File: config.mk
export PLATFORM = sky130hd
export DESIGN_NAME = adder_chk_lfsr
export DESIGN_NICKNAME = d
export VERILOG_FILES = /design/src/rtl/adder_chk_pkg.sv /design/src/rtl/adder_chk_lfsr.sv
export SDC_FILE = /design/constraint.sdc
export NUM_CORES = 1
export LEC_CHECK = 0
export CAP_MARGIN = 20
export CELL_PAD_IN_SITES_DETAIL_PLACEMENT = 0
export CELL_PAD_IN_SITES_GLOBAL_PLACEMENT = 2
export CORE_MARGIN = 8
export CORE_UTILIZATION = 30
export CTS_BUF_LIST = sky130_fd_sc_hd__clkbuf_2
export CTS_CLUSTER_DIAMETER = 100
export CTS_CLUSTER_SIZE = 40
export DETAILED_ROUTE_END_ITERATION = 6
export GPL_ROUTABILITY_DRIVEN = 0
export PLACE_DENSITY = 0.77
export SLEW_MARGIN = 40
export SYNTH_ARGS = -nofsm -noshare
export SYNTH_HDL_FRONTEND = slang
export SYNTH_SLANG_ARGS = --single-unit
File: constraint.sdc
create_clock -name clk -period 1.2 [get_ports clk]
set_clock_uncertainty 0.1 [all_clocks]
set_input_delay 0.18 -clock clk [delete_from_list [all_inputs] [get_ports clk]]
set_output_delay 0.18 -clock clk [all_outputs]
set_load 0.1 [all_outputs]
File: src/rtl/adder_chk_pkg.sv
// Shared types and constants for the adder vector checker.
package adder_chk_pkg;

    typedef enum logic [1:0] {IDLE, RUN, DRAIN, DONE} state_t;

    // x^32 + x^22 + x^2 + x + 1, right-shifting Galois form
    localparam logic [31:0] LFSR_TAPS    = 32'h8020_0003;
    localparam logic [31:0] DEFAULT_SEED = 32'hACE1_2011;

    localparam logic MODE_EXH = 1'b0;
    localparam logic MODE_RND = 1'b1;

endpackage

File: src/rtl/adder_chk_lfsr.sv
// Galois LFSR exposing STEPS successive words; one advance consumes all of them.
module adder_chk_lfsr
    import adder_chk_pkg::*;
#(
    parameter int             W     = 32,
    parameter logic [W-1:0]   TAPS  = W'(LFSR_TAPS),
    parameter logic [W-1:0]   SEED  = W'(DEFAULT_SEED),
    parameter int             STEPS = 1
) (
    input  logic               clk,
    input  logic               rst,
    input  logic               advance,
    output logic [STEPS*W-1:0] words
);

    logic [W-1:0] state;
    logic [W-1:0] nxt;

    function automatic logic [W-1:0] step(input logic [W-1:0] s);
        return (s >> 1) ^ (s[0] ? TAPS : '0);
    endfunction

    // words[0] is the current state, words[k] the k-th successor
    always_comb begin
        words = '0;
        nxt   = state;
        for (int k = 0; k < STEPS; k++) begin
            words[k*W +: W] = nxt;
            nxt = step(nxt);
        end
    end

    always_ff @(posedge clk or posedge rst) begin
        if (rst)          state <= SEED;
        else if (advance) state <= nxt;
    end

endmodule

# [After elaboration in Yosys (flattened, before gate mapping)]
# Cells that the tools add are included.
[op_classes] n_mux=1 n_bitwise=1
[op_table] op="32-bit 2-to-1 mux" n=1
[op_table] op="31-bit by 32-bit bitwise XOR with 32-bit output" n=1
[word_totals] ff_bits=32 inputBits=3 out_inout_bits=32

# [Logic depth before layout (Yosys ltp)]
[depth] ltp_word=2 mapped_depth=4

# [Worst setup path before layout]
# No wires, ideal clock.
[synth_path] path_kind="register to register" start="register state[2], in the netlist words[2]" end="register state[1], in the netlist words[1]" arrival_time_ps=1199 required_ps=974 setup_slack_ps=-225 stages_incl_launch_ff=3 path_buffers=0 period_less_slack_ps=1425 path_cell_list="dfrtp_1 xnor2_1 a21oi_1"
[synth_via] elab_chain_cells=1
[synth_rtl] element="start: declaration" line="adder_chk_lfsr.sv:16" rtl="logic [W-1:0] state;"
[synth_rtl] element="start signal: assignment" line="adder_chk_lfsr.sv:35" rtl="else if (advance) state <= nxt;"
[synth_rtl] element="31-bit by 32-bit bitwise XOR with 32-bit output" line="adder_chk_lfsr.sv:20" rtl="return (s >> 1) ^ (s[0] ? TAPS : '0);"
# Every way passes these cells.
# A chain may end at the register's enable or synchronous reset.

# [Final worst setup path]
[layout_path] start="register state[22], in the netlist words[22]" end="output port words[22]"
[layout_rtl] element="end: declaration" line="adder_chk_lfsr.sv:13" rtl="output logic [STEPS*W-1:0] words"
# No word-level cell between the ends.

==> impl_metrics.env <==
export IMPL_vias=864
export IMPL_final_cell_mix="35 x buf_12, 35 x buf_4, 25 x mux2_4"
export IMPL_diodes=0
export IMPL_dr_pass1_iters=4
export IMPL_clkSlewWorstSetupHoldPaths_ns=0.15
export IMPL_ys_warn_count=0
export IMPL_end_kind="primary output"
export IMPL_wire_per_inst_um=13.3
export IMPL_path_cells="buf_12"
export IMPL_critPathKind="reg2out"
export IMPL_hp_class="in2reg"
export IMPL_floorplan_core_area_sq_mm=0.00507
export IMPL_grt_pass1_vias=1001
export IMPL_dieArea_sq_mm=0.00779
export IMPL_rsz0062_at_grt="yes"
export IMPL_cts_tree="built"
export IMPL_grt_antenna_before_repair=0
export IMPL_clkLatencyLatePin_ns=0.36
export IMPL_synth_cell_types=12
export IMPL_setup_viol=32
export IMPL_htree_num_levels=2
export IMPL_fin_crit_sh=1.22
export IMPL_detail_route_antenna_nets=0
export IMPL_timing_rr_start="words[11]$_DFFE_PP0P_"
export IMPL_fp_row_count=26
export IMPL_crit_arrival_ns=1.18
export IMPL_layout_min_cycle_time_ns=1.46
export IMPL_hold_viol_final=0
export IMPL_synth_cells=103
export IMPL_hpwl_um=1960
export IMPL_worstPathRequired_ns=0.92
export IMPL_critPathMaxStageDelay_ns=0.66
export IMPL_grt_pass1_wl_um=5110
export IMPL_cts_sink_count=32
export IMPL_start_util=0.309
export IMPL_critPathSlowestCell="dfstp_4"
export IMPL_track_usage=0.0873
export IMPL_area_growth_syn_to_layout_pct=53.7
export IMPL_syn_nets=106
export IMPL_fin_nets=153
export IMPL_viasPerCell=3.91
export IMPL_routed_wl_um=2950
export IMPL_status="finished with violations"
export IMPL_slew_viol_final=0
export IMPL_critPathBufInv=1
export IMPL_cp_max_fo=2
export IMPL_drv_cap=0
export IMPL_io_pins=35
export IMPL_worst_pin_slew_ns=0.165
export IMPL_drtIter0Drc=65
export IMPL_largest_reg_flops=32
export IMPL_portBuffers=34
export IMPL_fin_tns_setup_ns=-3.62
export IMPL_fin_ws_ns=-0.261
export IMPL_path_delay_family="flip-flops"
export IMPL_cts_made_buffers=5
export IMPL_synth_avg_cell_area_sq_um=15.2
export IMPL_crit_start="words[22]$_DFFE_PP1P_"
export IMPL_ys_seq_area_frac=0.520
export IMPL_fmax_mhz=685
export IMPL_die_h_um=88.3
export IMPL_slew_limit_headroom=0.890
export IMPL_synth_area_sq_mm=0.00157
export IMPL_drive_gt1_frac=0.795
export IMPL_dieWidth_um=88.3
export IMPL_violations="setup timing"
export IMPL_grt_max_degree=21
export IMPL_cts_root_buf="clkbuf_2"
export IMPL_hold_start="advance"
export IMPL_clock_path_buffers=2
export IMPL_drc=0
export IMPL_critical_path_startpoint_type="flip-flop"
export IMPL_grt_overflow=0
export IMPL_ys_ff_latch=32
[synth_stat cells]
library cell	n	area, sq um
a21oi_1	2	10.0
buf_12	2	40.0
buf_4	29	218
buf_6	2	22.5
dfrtp_1	21	526
dfstp_2	11	289
inv_1	1	3.75
mux2_2	4	45.0
mux2_4	25	375
nand2_1	1	3.75
nor2_1	2	7.51
xnor2_1	3	26.3
[area by class of cell]
cell class                      instances  area [sq um]
Sequential cell                        32           821
Timing Repair Buffer                   73           988
Fill cell                             480          2670
Multi-Input combinational cell         37           468
Clock buffer                            7          35.0
Inverter                                1          3.75
Clock inverter                          1          3.75
Tap cell                               70          87.6
[kinds of logic after synthesis]
family / after synthesis / share of synthesized area
compound gates: 2 / 0.00639
flops: 32 / 0.520
buf+inv: 34 / 0.181
xor+xnor: 3 / 0.0168
simple gates: 3 / 0.00719
mux: 29 / 0.268
[routing by layer]
metal  track usage  share of wire  vias to the layer above
li1              -              -                      404
met1        0.0957           0.40                      428
met2         0.134           0.49                       27
met3        0.0455          0.094                        5
met4        0.0461          0.015                        0
met5             0              0                        -
[worst paths after layout]
kind                       slack, ns                    end  cells past startpoint
max reg2reg                     0.04  words[11]$_DFFE_PP0P_                      3
min reg2reg                     0.53   words[6]$_DFFE_PP0P_                      1
min                             0.11  words[21]$_DFFE_PP1P_                      3
max in group asynchronous       0.14  words[21]$_DFFE_PP1P_                      4
max                            -0.26              words[22]                      1
min in group asynchronous       0.59   words[1]$_DFFE_PP0P_                      4
[what timing repair did]
item,in CTS,in global routing
endpoints found under the hold margin,0,11
resized for setup,0,0
setup endpoints to repair,32,32
setup buffers,31,2
hold buffers,0,1
[per-stage QoR]
stage	setup slack, ns	area, sq um	util	hold slack [ns]	std cells
finish	-0.261	2410	0.474	0.113	221
floorplan	0.0102	1570	-	0.188	103
global route	-0.318	2410	0.474	0.0859	221
global placement	0.120	2110	0.416	0.412	179
detailed placement	0.118	2110	0.416	0.423	179
CTS	-0.290	2380	0.469	0.0145	218
Power is not shown: default switching activity piles up to over one toggle a cycle in this logic, so the estimate is an artifact.
